File: src/rtl/vpipe_issue_if.sv
// Producer-side valid/ready bus carrying {op, operand1, operand2} into the
// vpipe issue queue. The producer uses the master modport and the queue uses slave.
interface vpipe_issue_if #(
  parameter int OPW = 2,
  parameter int RW  = 3
);
  logic           in_valid;
  logic           in_ready;
  logic [OPW-1:0] in_op;
  logic [RW-1:0]  in_operand1;
  logic [RW-1:0]  in_operand2;

  modport master (
    output in_valid,
    output in_op,
    output in_operand1,
    output in_operand2,
    input  in_ready
  );

  modport slave (
    input  in_valid,
    input  in_op,
    input  in_operand1,
    input  in_operand2,
    output in_ready
  );
endinterface

File: src/rtl/vpipe_issue_queue.sv
// DEPTH-entry issue FIFO feeding the vpipe processor one instruction or bubble per cycle.
// Optional operand range clamping is enabled with the macro VPIPE_ISSUE_CLAMP_EN.
module vpipe_issue_queue #(
  parameter int DEPTH      = 4,
  parameter int RF_ENTRIES = 6,
  parameter int OPW        = 2,
  parameter int RW         = 3
) (
  input  logic                   clk,
  input  logic                   rst,
  vpipe_issue_if.slave           in_if,
  input  logic                   stall,
  output logic [OPW-1:0]         out_op,
  output logic [RW-1:0]          out_operand1,
  output logic [RW-1:0]          out_operand2,
  output logic                   out_issue,
  output logic                   out_is_load,
  output logic [$clog2(DEPTH):0] count,
  output logic [7:0]             issued_cnt,
  output logic                   clamp_err
);
  localparam int             PW        = $clog2(DEPTH);
  localparam logic [OPW-1:0] OP_BUBBLE = '1;
  localparam logic [OPW-1:0] OP_LOAD   = OPW'(2);

  if (DEPTH < 2 || (DEPTH & (DEPTH - 1)) != 0) begin : g_bad_depth
    $error("vpipe_issue_queue: DEPTH must be a power of 2 and >= 2");
  end
  if (RF_ENTRIES < 1 || RF_ENTRIES > (1 << RW)) begin : g_bad_rf
    $error("vpipe_issue_queue: RF_ENTRIES must lie in 1..2**RW");
  end

  typedef struct packed {
    logic [OPW-1:0] op;
    logic [RW-1:0]  operand1;
    logic [RW-1:0]  operand2;
  } entry_t;

  entry_t          r_mem [DEPTH];
  logic [PW-1:0]   r_wr_ptr;
  logic [PW-1:0]   r_rd_ptr;
  logic [PW:0]     r_count;
  logic [OPW-1:0]  r_out_op;
  logic [RW-1:0]   r_out_operand1;
  logic [RW-1:0]   r_out_operand2;
  logic            r_out_issue;
  logic            r_out_is_load;
  logic [7:0]      r_issued_cnt;
  logic            r_clamp_err;

  entry_t          w_head;
  logic            w_push;
  logic            w_pop;
  logic [RW-1:0]   w_op1;
  logic [RW-1:0]   w_op2;
  logic            w_clamp;

  assign in_if.in_ready = (r_count < (PW + 1)'(DEPTH));
  assign w_push         = in_if.in_valid && in_if.in_ready;
  assign w_pop          = !stall && (r_count != '0);
  assign w_head         = r_mem[r_rd_ptr];

`ifdef VPIPE_ISSUE_CLAMP_EN
  // Out-of-range register indices are forced to r0, matching the ILA model.
  logic w_bad1;
  logic w_bad2;
  assign w_bad1  = 32'(w_head.operand1) > 32'(RF_ENTRIES - 1);
  assign w_bad2  = 32'(w_head.operand2) > 32'(RF_ENTRIES - 1);
  assign w_op1   = w_bad1 ? '0 : w_head.operand1;
  assign w_op2   = w_bad2 ? '0 : w_head.operand2;
  assign w_clamp = w_bad1 | w_bad2;
`else
  assign w_op1   = w_head.operand1;
  assign w_op2   = w_head.operand2;
  assign w_clamp = 1'b0;
`endif

  // NOTE: storage is deliberately left unreset; r_count and the pointers decide
  // which slots hold live entries, so a flush never has to touch the array.
  always_ff @(posedge clk) begin
    if (w_push) begin
      r_mem[r_wr_ptr] <= '{op:       in_if.in_op,
                           operand1: in_if.in_operand1,
                           operand2: in_if.in_operand2};
    end
  end

  // NOTE: all state below uses non-blocking assignments so every register sees
  // the pre-edge values of w_push/w_pop regardless of statement order.
  always_ff @(posedge clk) begin
    if (rst) begin
      r_wr_ptr       <= '0;
      r_rd_ptr       <= '0;
      r_count        <= '0;
      r_out_op       <= OP_BUBBLE;
      r_out_operand1 <= '0;
      r_out_operand2 <= '0;
      r_out_issue    <= 1'b0;
      r_out_is_load  <= 1'b0;
      r_issued_cnt   <= '0;
      r_clamp_err    <= 1'b0;
    end else begin
      if (w_push) r_wr_ptr <= r_wr_ptr + 1'b1;
      if (w_pop)  r_rd_ptr <= r_rd_ptr + 1'b1;

      case ({w_push, w_pop})
        2'b10:   r_count <= r_count + 1'b1;
        2'b01:   r_count <= r_count - 1'b1;
        default: r_count <= r_count;
      endcase

      if (w_pop) begin
        r_out_op       <= w_head.op;
        r_out_operand1 <= w_op1;
        r_out_operand2 <= w_op2;
        r_out_issue    <= 1'b1;
        r_out_is_load  <= (w_head.op == OP_LOAD);
        r_clamp_err    <= w_clamp;
        if (r_issued_cnt != 8'hFF) r_issued_cnt <= r_issued_cnt + 1'b1;
      end else begin
        r_out_op       <= OP_BUBBLE;
        r_out_operand1 <= '0;
        r_out_operand2 <= '0;
        r_out_issue    <= 1'b0;
        r_out_is_load  <= 1'b0;
        r_clamp_err    <= 1'b0;
      end
    end
  end

  assign out_op       = r_out_op;
  assign out_operand1 = r_out_operand1;
  assign out_operand2 = r_out_operand2;
  assign out_issue    = r_out_issue;
  assign out_is_load  = r_out_is_load;
  assign count        = r_count;
  assign issued_cnt   = r_issued_cnt;
  assign clamp_err    = r_clamp_err;
endmodule

File: src/flat_wrapper.sv
// flat-port wrapper written by rule: the top's interface ports become plain ports
module vpipe_issue_queue_flat 
#(
  parameter int DEPTH      = 4,
  parameter int RF_ENTRIES = 6,
  parameter int OPW        = 2,
  parameter int RW         = 3
)
  (clk, rst, stall, out_op, out_operand1, out_operand2, out_issue, out_is_load, count, issued_cnt, clamp_err, in_if_in_valid, in_if_in_op, in_if_in_operand1, in_if_in_operand2, in_if_in_ready);
  vpipe_issue_if #(.OPW(OPW), .RW(RW)) in_if_i ();
  input  logic clk;
  input  logic rst;
  input  logic stall;
  output logic [OPW-1:0] out_op;
  output logic [RW-1:0] out_operand1;
  output logic [RW-1:0] out_operand2;
  output logic out_issue;
  output logic out_is_load;
  output logic [$clog2(DEPTH):0] count;
  output logic [7:0] issued_cnt;
  output logic clamp_err;
  input wire logic [$bits(in_if_i.in_valid)-1:0] in_if_in_valid;
  input wire logic [$bits(in_if_i.in_op)-1:0] in_if_in_op;
  input wire logic [$bits(in_if_i.in_operand1)-1:0] in_if_in_operand1;
  input wire logic [$bits(in_if_i.in_operand2)-1:0] in_if_in_operand2;
  output wire logic [$bits(in_if_i.in_ready)-1:0] in_if_in_ready;
  assign in_if_i.in_valid = in_if_in_valid;
  assign in_if_i.in_op = in_if_in_op;
  assign in_if_i.in_operand1 = in_if_in_operand1;
  assign in_if_i.in_operand2 = in_if_in_operand2;
  assign in_if_in_ready = in_if_i.in_ready;
  vpipe_issue_queue #(.DEPTH(DEPTH), .RF_ENTRIES(RF_ENTRIES), .OPW(OPW), .RW(RW)) u_core (.clk(clk), .rst(rst), .in_if(in_if_i), .stall(stall), .out_op(out_op), .out_operand1(out_operand1), .out_operand2(out_operand2), .out_issue(out_issue), .out_is_load(out_is_load), .count(count), .issued_cnt(issued_cnt), .clamp_err(clamp_err));
endmodule
File: config.mk
export PLATFORM = sky130hd
export DESIGN_NAME = vpipe_issue_queue_flat
export DESIGN_NICKNAME = d
export VERILOG_FILES = /design/src/rtl/vpipe_issue_if.sv /design/src/rtl/vpipe_issue_queue.sv /design/src/flat_wrapper.sv
export SDC_FILE = /design/constraint.sdc
export NUM_CORES = 1
export LEC_CHECK = 0
export ABC_CLOCK_PERIOD_IN_PS = 5400
export BUFFER_PORTS_ARGS = -buffer_cell sky130_fd_sc_hd__clkbuf_2
export CORE_UTILIZATION = 45
export DETAILED_ROUTE_END_ITERATION = 10
export GPL_TIMING_DRIVEN = 0
export PLACE_DENSITY_LB_ADDON = 0.08
export SLEW_MARGIN = 20
export SYNTH_ARGS = -nofsm -noshare
export SYNTH_HDL_FRONTEND = slang
export SYNTH_SLANG_ARGS = --single-unit
export TNS_END_PERCENT = 20
File: constraint.sdc
create_clock -name clk -period 5.4 [get_ports clk]
set_input_delay 1.08 -clock clk [delete_from_list [all_inputs] [get_ports clk]]
set_output_delay 1.08 -clock clk [all_outputs]
set_load 0.1 [all_outputs]
Yosys cells after proc, flatten, opt, wreduce, memory -nomap -nowiden
Memory sizes are Yosys's and may differ from the RTL's. A register that Yosys moved wholly into a read port is not among the register bits.
Index checks and enable logic that the tools add are counted.
{"block": "word_totals", "ff_bits": 25, "latch_bits": 0, "ramBits": 32, "mem_bits_ro": 0, "inputBits": 12, "out_inout_bits": 23, "wordCells": 34, "mem_count": 1}
{"block": "op_classes", "addsub": 5, "mul": 0, "div_mod_pow": 0, "magnitude_cmp": 1, "eq_ne": 4, "shifts": 0, "mux": 6, "bitwise": 1, "n_reduce_logical": 7}
{"memory": "u_core.r_mem", "words": 4, "word_bits": 8, "read_ports": 1, "rd_clocked_by_memory_dff": 1, "write_ports": 1, "line": "vpipe_issue_queue.sv:39", "rtl": "entry_t r_mem [DEPTH];"}
{"op": "$add 8x1->8 const B", "count": 1}
{"op": "$ne 8x8->1 const B", "count": 1}
{"op": "$pmux 3 s2", "count": 1}
{"op": "$add 2x1->2 const B", "count": 2}
{"op": "$eq 2x2->1 const B", "count": 2}
{"op": "$mux 2", "count": 2}
{"op": "$add 3x1->3 const B", "count": 1}
{"op": "$lt 3x3->1 const B", "count": 1}
{"op": "$mux 1", "count": 3}
{"op": "$reduce_bool 3->1", "count": 1}
{"op": "$sub 3x1->3 const B", "count": 1}
{"op": "$eq 2x1->1 const B", "count": 1}
{"op": "$logic_and 1x1->1", "count": 2}
{"op": "$reduce_and 2->1", "count": 1}
{"op": "$reduce_bool 2->1", "count": 1}
{"op": "$reduce_or 2->1", "count": 1}
{"op": "$logic_not 1->1", "count": 1}
{"op": "$not 1->1", "count": 1}

Logic depth before layout (Yosys ltp)
Gate-level depths: netlist (run 1).
{"block": "logic_depth", "word_depth": 4, "mapped_depth": 9, "mapped_depth_nobuf": 8}

Worst setup path before layout (run 1)
No wires, ideal clock.
{"block": "synth_timing", "path_type": "register -> output", "from": "register u_core.r_count[2] (netlist: u_core.count[2])", "to": "output in_if_in_ready", "arrival_ps": 1754, "t_required_ps": 4320, "path_slack_ps": 2566, "path_stages_with_launch": 2, "path_buffers": 0, "cell_sequence": "dfxtp_1 > inv_1"}
{"block": "synth_between", "elab_chain_cells": 1}
{"element": "start: declaration", "line": "vpipe_issue_queue.sv:42", "rtl": "logic [PW:0] r_count;"}
{"element": "start signal: assignment", "line": "vpipe_issue_queue.sv:107", "rtl": "2'b10: r_count <= r_count + 1'b1;"}
{"element": "start signal: assignment", "line": "vpipe_issue_queue.sv:108", "rtl": "2'b01: r_count <= r_count - 1'b1;"}
{"element": "start signal: assignment", "line": "vpipe_issue_queue.sv:109", "rtl": "default: r_count <= r_count;"}
{"element": "$lt 3x3->1", "line": "vpipe_issue_queue.sv:58", "rtl": "assign in_if.in_ready = (r_count < (PW + 1)'(DEPTH));"}
{"element": "end: declaration", "line": "flat_wrapper.sv:26", "rtl": "output wire logic [$bits(in_if_i.in_ready)-1:0] in_if_in_ready;"}
No other way between the ends.

Final worst setup path (run 1)
{"block": "layout_timing", "from": "input stall", "to": "register u_core.r_count[2] (netlist: u_core.count[2])"}
{"block": "layout_between", "elab_chain_cells": 4, "elab_cells_between_ends": 6, "cone_classes": "eq/ne (2); mux (1); reduce/logical (3)"}
{"element": "start: declaration", "line": "flat_wrapper.sv:13", "rtl": "input logic stall;"}
{"element": "$logic_not 1->1 (*)", "line": "vpipe_issue_queue.sv:60", "rtl": "assign w_pop = !stall && (r_count != '0);"}
{"element": "$logic_and 1x1->1 (*)", "line": "vpipe_issue_queue.sv:60"}
{"element": "net u_core.w_pop", "line": "vpipe_issue_queue.sv:53", "rtl": "logic w_pop;"}
{"element": "$eq 2x1->1 / $eq 2x2->1 (equally long branches)", "line": "vpipe_issue_queue.sv:106", "rtl": "case ({w_push, w_pop})"}
{"element": "$pmux 3 s2 / $reduce_bool 2->1 (equally long branches)"}
The timed path passes the listed nets; every way through them passes the cells marked *.
A chain may end at the register's enable or synchronous reset.

==> results of run 1 <==
## per-layer routing
metal	vias up	GRT usage, %	part of all wire (%)
met5	-	0	0
met3	10	4.97	4.2
met2	27	25.2	48
met1	638	19.6	45
met4	0	11.8	2.9
li1	645	-	-
## critical path: cells and delay by family
kind,cells,cell delay [ps]
AOI/OAI and AO/OA,1,140
buffers and inverters,2,200
and+or+nand+nor,2,580
adders and majority gates,2,610
xor gates and xnor gates,1,160
## cell type report
type                    count  area [um2]  area share [%]
multi-input cells          80         716            26.6
inverters                   8        30.0            1.12
clock inverters             3        13.8           0.512
plain buffers               6        33.8            1.26
flip-flops and latches     59        1500            55.9
clock buffers              13         149            5.54
well taps                  67        83.8            3.12
repair buffers             32         160            5.96
## cells in the final DEF, fill, tap and decap left out, types with 3 or more instances in the layout
cell type | synthesis | routed
clkbuf_8 | 0 | 10
clkbuf_1 | 4 | 7
xnor2_1 | 4 | 4
nor2_1 | 14 | 14
a31oi_1 | 4 | 4
and2_1 | 11 | 11
clkbuf_2 | 0 | 32
a211oi_2 | 3 | 3
edfxtp_1 | 32 | 32
mux4_2 | 8 | 8
ha_1 | 6 | 6
inv_1 | 8 | 8
a21oi_1 | 4 | 4
dfxtp_1 | 27 | 27
## power groups by stage
stage / clock network [mW] / logic (mW) / registers, mW
after floorplan: 0 / 0.217 / 0.762
after global placement: 0 / 0.465 / 0.582
after detailed placement: 0 / 0.473 / 0.587
after CTS: 0.342 / 0.474 / 0.577
after global routing: 0.359 / 0.500 / 0.583
final: 0.335 / 0.466 / 0.576
## stage by stage
step | cells | hold slack (ps) | worst slack [ps]
6_report | 268 | 522 | 2890
3_3_place_gp | 252 | 501 | 2580
2_1_floorplan | 153 | 490 | 2570
3_5_place_dp | 252 | 518 | 2550
5_1_grt | 268 | 551 | 2740
4_1_cts | 268 | 530 | 2900
## final timing paths
| path | depth (start not counted) | start | end | slack, ps |
|---|---|---|---|---|
| min reg2reg | 2 | u_core.r_rd_ptr[1] | flop | 520 |
| max | 8 | stall | u_core.count[2] | 2890 |
| max reg2reg | 8 | u_core.count[2] | u_core.count[2] | 3250 |
| min | 2 | u_core.r_rd_ptr[1] | flop | 520 |
## cell families after synthesis
kind of cell,share of synthesized area [%]
compound gates,5.27
other cells,0.164
buf+inv,2.80
flops,65.8
xor+xnor,2.30
fa+ha+maj,4.17
mux,8.34
simple gates,11.1
## sequential cells by signal (all words and copies together) (netlist names), 2 cells and up, named ones only
name,count
u_core.r_rd_ptr,2
u_core.r_wr_ptr,2
u_core.count,3
u_core.issued_cnt,8
u_core.out_op,2
u_core.out_operand1,3
u_core.r_mem,32
u_core.out_operand2,3
==> metrics.cfg, run 1 <==
[run_status]
status = finished clean

[detailed_routing]
drcViolationCount = 0
drt_wl_total_um = 3730
vias = 1320
dr.pass1.iters = 4
routed_via_density = 4.93
antenna_left = 0
wl_per_cell_um = 13.9
drt_iter0_drc = 73

[grt]
grt_pass1_vias = 1261
grt_pass1_wl_um = 6000
grt_util_all_layers_pct = 16.4
grt-ovfl-total = 0
grt_max_degree = 11
antenna_found_initial = 0

[yosys]
synthTopCellsByArea = edfxtp_1 42%, dfxtp_1 24%, mux4_2 7.9%, ha_1 3.3%, and2_1 3.0%
ys_types = 35
avgSynthCellArea_um2 = 14.9
synthDominantCellAreaShare_pct = 42.1
synth_top_area_cell = edfxtp_1
synth_cells = 153
async_reset_ff_share_pct = 0
synth_area_mm2 = 0.00228
syn_nets = 172
synth_common_cells = 32 x edfxtp_1, 27 x dfxtp_1, 14 x nor2_1
synth_edf_count = 32
yosysSeqAreaShare_pct = 65.8
synth_ff_type = edfxtp_1
yosysWarnings = 0
ys_ff_latch = 59
synth_most_common_cell = edfxtp_1

[timing]
period_share_pct = 46.4
worst_slew_pin_slew_ps = 714
hold_viol_final = 0
max_slew_margin_pct = 52.1
finalSetupTns_ps = 0
setup_viol = 0
report.final.slew_viol_count = 0
fmax_mhz = 399
finClkSkew_ps = 7.84
fin_crit_ps = 2510
rsz0062_at_grt = false

[power_and_ir_drop]
power_mw = 1.38
cellLeakagePower_nw = 1.00
p_switching_mw = 0.525
p_comb_share_pct = 33.8
vdd_drop_max_mv = 0.382
power.internal_mw = 0.852
seqPwrFrac_pct = 41.8
clkPwrFrac_pct = 24.3
swShare_pct = 38.1
powerDensity_mw_per_mm2 = 512

[die]
coreArea_mm2 = 0.00479
die_w_um = 73.2
start_util_pct = 47.7
ios = 35
die_h_um = 73.2
dieArea_mm2 = 0.00536
placement_rows = 25

[place]
dp_hpwl_um = 2520
place_area_mm2 = 0.00252
gp_congestion = 0.752
port_buffers = 32

[clock_tree]
numClockSinks = 59
clockRootBuffer = clkbuf_8
cts_buffers = 9
cts_setup_buffers = 0
cts_resized = 0
clk_latency_ps = 330
clkTransAtPathRegs_ps = 60
cts_hold_buffers = 0
cts_tree = built
htree_levels = 3
clk_path_buf_depth = 2

[cells_and_area]
n_fill_cell = 424
n_antenna_cell = 0
final_cell_area_mm2 = 0.00269
nets = 215
area_delta_synth_final_pct = 17.8
final_core_util_pct = 56.2
drive_above_1_share_pct = 30.8

[worst_setup_path]
cpPeakStageDelay_ps = 370
crit_arrival_ps = 2770
crit_chain = clkbuf_2 -> nor2_1 -> ha_1 -> inv_1 -> fa_1 -> xor2_1 -> or3_1 -> a21oi_1
crit_slowest_cell = fa_1
crit_fanout = 6
required_ps = 5670
crit_type = primary input to flop
startpoint_type = primary input
cp-end-kind = flop

[min_path]
hp-class = flop to flop

[run]
drv_cap = 0

Power figures use the tool's default switching activity.
==> run 2, diff against run 1 <==
--- a/config.mk
+++ b/config.mk
@@ -5,7 +5,8 @@
 export SDC_FILE = /design/constraint.sdc
 export NUM_CORES = 1
 export LEC_CHECK = 0
-export ABC_CLOCK_PERIOD_IN_PS = 5400
+export ABC_AREA = 1
+export ABC_CLOCK_PERIOD_IN_PS = 2500
 export BUFFER_PORTS_ARGS = -buffer_cell sky130_fd_sc_hd__clkbuf_2
 export CORE_UTILIZATION = 45
 export DETAILED_ROUTE_END_ITERATION = 10
==> constraint.sdc (replaced) <==
create_clock -name clk -period 2.5 [get_ports clk]
set_input_delay 0.5 -clock clk [delete_from_list [all_inputs] [get_ports clk]]
set_output_delay 0.5 -clock clk [all_outputs]
set_load 0.1 [all_outputs]
==> run 2 against run 1 <==
Effect of this change:
- largest power group unchanged
- register-to-register slack got worse by 2700 ps
- utilization fell by 0.67 points
- routed wire length rose by 15%
- critical path depth rose by 3
- die area rose by 4.7%
==> metrics.cfg, run 2 <==
[run_status]
status = finished clean  ; unchanged

[cells_and_area]
nets = 300  ; was 215
n_fill_cell = 495  ; was 424
area_delta_synth_final_pct = 18.5  ; was 17.8%
drive_above_1_share_pct = 24.1  ; was 30.8%
mostFrequentLayoutCells = 51 x nor2_1, 34 x clkbuf_2, 32 x edfxtp_1  ; was 32 x clkbuf_2, 32 x edfxtp_1, 27 x dfxtp_1
n_antenna_cell = 0  ; unchanged
seqCellArea_mm2 = 0.00151  ; was 0.00150 mm2
final_common_cell = nor2_1
multi_input_area_um2 = 758  ; was 716 um2
largest_reg_flops = 32  ; unchanged
top_register = u_core.r_mem  ; unchanged

[die]
placement_rows = 26  ; was 25
coreArea_mm2 = 0.00511  ; was 0.00479 mm2
dieArea_mm2 = 0.00561  ; was 0.00536 mm2
ios = 35  ; unchanged
start_util_pct = 46.8  ; was 47.7%
die_w_um = 74.9  ; was 73.2 um
die_h_um = 74.9  ; was 73.2 um

[clock_tree]
clockRootBuffer = clkbuf_8  ; unchanged
cts_tree = built  ; unchanged
cts_buffers = 9  ; unchanged
clkTransAtPathRegs_ps = 70  ; was 60 ps
clk_latency_ps = 330  ; about the same
cts_hold_buffers = 0  ; unchanged
numClockSinks = 59  ; unchanged
htree_levels = 3  ; unchanged
clk_path_buf_depth = 2  ; unchanged
cts_resized = 0  ; unchanged
cts_setup_buffers = 0  ; unchanged

[worst_setup_path]
crit_arrival_ps = 2200  ; was 2770 ps
cpPeakStageDelay_ps = 380  ; was 370 ps
r2r.worst_path.cells = 11  ; was 8
crit_chain = nor2_2 -> a21oi_4 -> buf_6 -> ha_1 -> inv_1 -> fa_1 -> nor2_1 -> nor2_1 -> nand2_1 -> o21ai_0 -> a21oi_1  ; was clkbuf_2 -> nor2_1 -> ha_1 -> inv_1 -> fa_1 -> xor2_1 -> or3_1 -> a21oi_1
cp_top_family = adder cells  ; unchanged
required_ps = 2760  ; was 5670 ps
path_depth = 11  ; was 8
crit_fanout = 10  ; was 6
cp-end-kind = flop  ; unchanged
worst_path_most_repeated_cell = nor2_1
crit_type = flop to flop  ; was primary input to flop
critPathBufInv = 2  ; unchanged
startpoint_type = flop  ; was primary input
crit_slowest_cell = fa_1  ; unchanged

[yosys]
synth_area_mm2 = 0.00239  ; was 0.00228 mm2
synthDominantCellAreaShare_pct = 40.2  ; was 42.1%
syn_nets = 256  ; was 172
synth_edf_count = 32  ; unchanged
synth_common_cells = 51 x nor2_1, 32 x edfxtp_1, 27 x dfxtp_1, 27 x nand2_1, 23 x o21ai_0  ; was 32 x edfxtp_1, 27 x dfxtp_1, 14 x nor2_1
synth_top_area_cell = edfxtp_1  ; unchanged
ys_ff_latch = 59  ; unchanged
yosysSeqAreaShare_pct = 62.8  ; was 65.8%
ys_types = 24  ; was 35
synthTopCellsByArea = edfxtp_1 40%, dfxtp_1 23%, nor2_1 8.0%, o21ai_0 4.8%, nand2_1 4.2%  ; was edfxtp_1 42%, dfxtp_1 24%, mux4_2 7.9%, ha_1 3.3%, and2_1 3.0%
synth_most_common_cell = nor2_1  ; was edfxtp_1
synth_ff_type = edfxtp_1  ; unchanged
avgSynthCellArea_um2 = 10.1  ; was 14.9 um2
async_reset_ff_share_pct = 0  ; unchanged
synth_cells = 237  ; was 153
yosysWarnings = 0  ; unchanged

[place]
gp_congestion = 0.762  ; was 0.752
dp_hpwl_um = 2840  ; was 2520 um
port_buffers = 33  ; was 32
preCtsSetupSlack_ps = 382  ; was 2550 ps

[grt]
antenna_found_initial = 0  ; unchanged
grt-ovfl-total = 0  ; unchanged
grt_pass1_wl_um = 7030  ; was 6000 um
grt_util_all_layers_pct = 17.7  ; was 16.4%
grt_max_degree = 11  ; unchanged
grt_pass1_vias = 1531  ; was 1261

[min_path]
hp-class = primary input to flop  ; was flop to flop
whs_path_depth = 1  ; was 2

[timing]
period_share_pct = 77.7
finClkSkew_ps = 8.42  ; was 7.84 ps
worst_slew_pin_slew_ps = 836  ; was 714 ps
fin_ws_ps = 558  ; was 2890 ps
report.final.slew_viol_count = 0  ; unchanged
setup_viol = 0  ; unchanged
fin_crit_ps = 1940
fmax_mhz = 515
hold_viol_final = 0  ; unchanged
finalSetupTns_ps = 0  ; unchanged
max_slew_margin_pct = 44.0  ; was 52.1%
rsz0062_at_grt = false  ; unchanged

[power_and_ir_drop]
vdd_drop_max_mv = 0.634  ; was 0.382 mV
cellLeakagePower_nw = 1.17  ; was 1.00 nW
powerDensity_mw_per_mm2 = 1080  ; was 512 mW/mm2

[detailed_routing]
wl_per_cell_um = 12.0  ; was 13.9 um
routed_via_density = 4.53  ; was 4.93
dr.pass1.iters = 4  ; unchanged
vias = 1614  ; was 1320
drt_wl_total_um = 4290  ; was 3730 um
antenna_left = 0  ; unchanged
drt_iter0_drc = 59  ; was 73
drcViolationCount = 0  ; unchanged

[run]
drv_cap = 0  ; unchanged

==> run 2: area by class of cell <==
type / instances / area share [%]
sequential: 59 / 53.1
multi-input combinational: 148 / 26.8
timing repair buffer: 33 / 5.83
clock buffer: 9 / 4.37
inverter: 23 / 3.13
tap: 70 / 3.09
clock inverter: 7 / 2.08
buffer: 7 / 1.63
==> run 2: metrics by stage <==
step | cells | power, mW | instance area (um2) | util [%] | hold slack (ps)
2_1_floorplan | 237 | 2.09 | 2400 | - | 454
3_3_place_gp | 340 | 2.27 | 2650 | 51.9 | 450
4_1_cts | 356 | 3.09 | 2830 | 55.5 | 377
5_1_grt | 356 | 3.23 | 2830 | 55.5 | 385
6_report | 356 | 3.06 | 2830 | 55.5 | 386
3_5_place_dp | 340 | 2.28 | 2650 | 51.9 | 453
==> run 2: power by group <==
| part | internal, mW | switching (mW) |
|---|---|---|
| Combinational | 0.214 | 0.812 |
| Sequential | 1.17 | 0.0633 |
| Clock | 0.446 | 0.360 |
==> run 2: per-layer routing <==
layer / up-vias / wire, um / track usage [%]
met2: 29 / 2170 / 30.0
met4: 0 / 83 / 9.43
met5: - / 0 / 0
met3: 9 / 136 / 4.28
met1: 711 / 1890 / 20.7
li1: 865 / - / -
==> run 2: worst paths after layout <==
kind	slack [ps]	from	to
min reg2reg	460	u_core.count[0]	u_core.count[0]
min	390	in_if_in_operand1[1]	u_core.r_mem[3][4]
max reg2reg	560	u_core.count[0]	u_core.count[2]
max	560	u_core.count[0]	u_core.count[2]
==> run 2: cells by family (layout without fill, tap and decap cells) <==
| family | Yosys count | count (layout) | share of synthesized area, % |
|---|---|---|---|
| and+or+nand+nor | 94 | 94 | 17.0 |
| adders and majority gates | 7 | 7 | 3.97 |
| other | 1 | 1 | 0.157 |
| xor gates and xnor gates | 2 | 2 | 0.732 |
| DFF | 59 | 59 | 62.8 |
| buffers and inverters | 30 | 79 | 5.54 |
| AOI/OAI and AO/OA | 44 | 44 | 9.83 |
==> run 2: worst register-to-register path, cell delays in order, from the launching register on <==
cell,delay (ps)
dfxtp_2,360
nor2_2,70
a21oi_4,240
buf_6,190
ha_1,150
inv_1,70
fa_1,380
nor2_1,110
nor2_1,50
nand2_1,60
o21ai_0,70
a21oi_1,120
==> run 3, diff against run 2 <==
--- a/config.mk
+++ b/config.mk
@@ -6,7 +6,7 @@
 export NUM_CORES = 1
 export LEC_CHECK = 0
 export ABC_AREA = 1
-export ABC_CLOCK_PERIOD_IN_PS = 2500
+export ABC_CLOCK_PERIOD_IN_PS = 1850
 export BUFFER_PORTS_ARGS = -buffer_cell sky130_fd_sc_hd__clkbuf_2
 export CORE_UTILIZATION = 45
 export DETAILED_ROUTE_END_ITERATION = 10
==> constraint.sdc (replaced) <==
create_clock -name clk -period 1.85 [get_ports clk]
set_input_delay 0.37 -clock clk [delete_from_list [all_inputs] [get_ports clk]]
set_output_delay 0.37 -clock clk [all_outputs]
set_load 0.1 [all_outputs]
==> run 3 against run 2 <==
Effect of this change:
- die area unchanged
- total power increased by 35%
- flip-flop and latch count did not move
- cell count grew 0.84%
- clock-buffer cell count rose by 7
- maximum frequency up 13%
- clock skew decreased by 1.2 ps
- sequential share of layout area decreased by 0.48 points
- hold slack worse by 120 ps
- design area up 1.6%
- routed wire length decreased by 1.5%
- non-clock buffer count up 3
- largest cell class unchanged
- largest power group unchanged
- highest routed layer unchanged
==> metrics.cfg, run 3 (synthesized netlist as in run 2, its figures left out) <==
[run_status]
status = finished clean  ; unchanged

[die]
dieArea_mm2 = 0.00561  ; unchanged
die_w_um = 74.9  ; unchanged
die_h_um = 74.9  ; unchanged
start_util_pct = 46.8  ; unchanged
placement_rows = 26  ; unchanged
coreArea_mm2 = 0.00511  ; unchanged
ios = 35  ; unchanged

[detailed_routing]
dr.pass1.iters = 4  ; unchanged
vias = 1680  ; was 1614
antenna_left = 0  ; unchanged
drcViolationCount = 0  ; unchanged
wl_per_cell_um = 11.8  ; was 12.0 um
drt_iter0_drc = 82  ; was 59
routed_via_density = 4.68  ; was 4.53
drt_wl_total_um = 4220  ; was 4290 um

[place]
gp_congestion = 0.775  ; was 0.762
place_area_mm2 = 0.00269  ; was 0.00265 mm2
port_buffers = 33  ; unchanged
dp_hpwl_um = 2830  ; was 2840 um
place_inst = 340  ; unchanged

[min_path]
whs_path_depth = 1  ; unchanged
hp-class = primary input to flop  ; unchanged
hp-start = in_if_in_op[0]  ; was in_if_in_operand1[1]

[timing]
rsz0062_at_grt = false  ; unchanged
period_share_pct = 93.2  ; was 77.7%
setup_viol = 0  ; unchanged
finClkSkew_ps = 7.26  ; was 8.42 ps
fin_crit_ps = 1720  ; was 1940 ps
fmax_mhz = 580  ; was 515 MHz
hold_viol_final = 0  ; unchanged
max_slew_margin_pct = 48.3  ; was 44.0%
report.final.slew_viol_count = 0  ; unchanged
worst_slew_pin_slew_ps = 773  ; was 836 ps

[power_and_ir_drop]
power_mw = 4.14  ; was 3.06 mW
vdd_drop_max_mv = 1.05  ; was 0.634 mV
cellLeakagePower_nw = 1.19  ; was 1.17 nW
powerDensity_mw_per_mm2 = 1440  ; was 1080 mW/mm2

[cells_and_area]
area_delta_synth_final_pct = 20.3  ; was 18.5%
multi_input_area_um2 = 773  ; was 758 um2
final_cell_area_mm2 = 0.00288  ; was 0.00283 mm2
top_register = u_core.r_mem  ; unchanged
drive_above_1_share_pct = 26.0  ; was 24.1%
n_fill_cell = 470  ; was 495
nets = 303  ; was 300
seqCellArea_mm2 = 0.00152  ; was 0.00151 mm2
final_cells = 359  ; was 356
final_core_util_pct = 56.4  ; was 55.5%
largest_reg_flops = 32  ; unchanged
n_antenna_cell = 0  ; unchanged
final_common_cell = nor2_1  ; unchanged
mostFrequentLayoutCells = 51 x nor2_1, 34 x clkbuf_2, 32 x edfxtp_1  ; unchanged

[worst_setup_path]
startpoint_type = flop  ; unchanged
crit_type = flop to flop  ; unchanged
crit_fanout = 7  ; was 10
crit_arrival_ps = 1970  ; was 2200 ps
worst-r2r-setup-slack_ps = 130  ; was 560 ps
crit_end = u_core.count[2]  ; unchanged
r2r.worst_path.cells = 11  ; unchanged
startpoint = u_core.count[2]  ; was u_core.count[0]
r2r-start = u_core.count[2]  ; was u_core.count[0]
rr_endpoint = u_core.count[2]  ; unchanged
cp-end-kind = flop  ; unchanged
required_ps = 2100  ; was 2760 ps

[grt]
grt_max_degree = 11  ; unchanged
antenna_found_initial = 0  ; unchanged
grt_util_all_layers_pct = 17.9  ; was 17.7%
gr-usage-met3_pct = 6.43  ; was 4.28%
grt_pass1_vias = 1523  ; was 1531
grt-ovfl-total = 0  ; unchanged
gr-max-usage-layer = met2  ; unchanged
grt_pass1_wl_um = 7030  ; unchanged
grtUsageMet1_pct = 20.7  ; about the same
met2_usage_pct = 29.6  ; was 30.0%

[clock_tree]
htree_levels = 3  ; unchanged
cts_hold_buffers = 0  ; unchanged
cts_buffers = 9  ; unchanged
clkTransAtPathRegs_ps = 60  ; was 70 ps
cts_tree = built  ; unchanged
clk_latency_ps = 320  ; was 330 ps
cts_resized = 0  ; unchanged
clk_path_buf_depth = 2  ; unchanged
clockRootBuffer = clkbuf_8  ; unchanged
numClockSinks = 59  ; unchanged

[run]
drv_cap = 0  ; unchanged

==> run 3: stage by stage <==
step	setup TNS [ps]	hold WS [ps]	setup slack (ps)
floorplan	-238	432	-153
global placement	-48.1	447	-48.1
detailed placement	-72.8	449	-72.8
CTS	0	245	95.2
global route	0	247	18.8
finish	0	265	126
==> run 3: cell type report <==
| class | count | share of cell area [%] |
|---|---|---|
| buffer | 7 | 1.61 |
| inverter | 23 | 3.43 |
| clock buffer | 16 | 5.91 |
| multi-input combinational | 148 | 26.9 |
| tap | 70 | 3.04 |
| timing repair buffer | 36 | 6.52 |
| sequential | 59 | 52.6 |
==> run 3: where the power goes <==
part | leakage [nW] | total [mW] | internal, mW | switching, mW
sequential | 0.516 | 1.68 | 1.59 | 0.0966
clock | 0.0850 | 1.01 | 0.563 | 0.452
combinational | 0.587 | 1.44 | 0.337 | 1.11
==> run 3: critical path, stage by stage, from the launching register on <==
cell	delay (ps)
dfxtp_4	390
inv_12	40
a21oi_4	160
buf_6	150
ha_4	130
inv_2	40
fa_2	330
nor2_1	90
nor2_1	50
nand2_1	60
o21ai_0	70
a21oi_1	120
==> run 3: worst min path at each step <==
| stage | endpoint | slack, ps |
|---|---|---|
| finish | u_core.r_mem[2][6] | 270 |
| global placement | u_core.count[0] | 450 |
| global route | u_core.r_mem[0][7] | 250 |
| CTS | u_core.r_mem[0][7] | 250 |
| detailed placement | u_core.count[0] | 450 |
| floorplan | u_core.issued_cnt[1] | 430 |
==> run 3: what timing repair did <==
item,4_1_cts,5_1_grt
setup endpoints to repair,1,1
pin swaps,1,0
buffers inserted,1,2
==> run 3: layer usage <==
| layer | part of all wire, % | vias up | wire [um] |
|---|---|---|---|
| met5 | 0 | - | 0 |
| met4 | 1.5 | 0 | 65 |
| met3 | 5.9 | 6 | 250 |
| met2 | 48 | 55 | 2040 |
| met1 | 44 | 747 | 1860 |
| li1 | - | 872 | - |
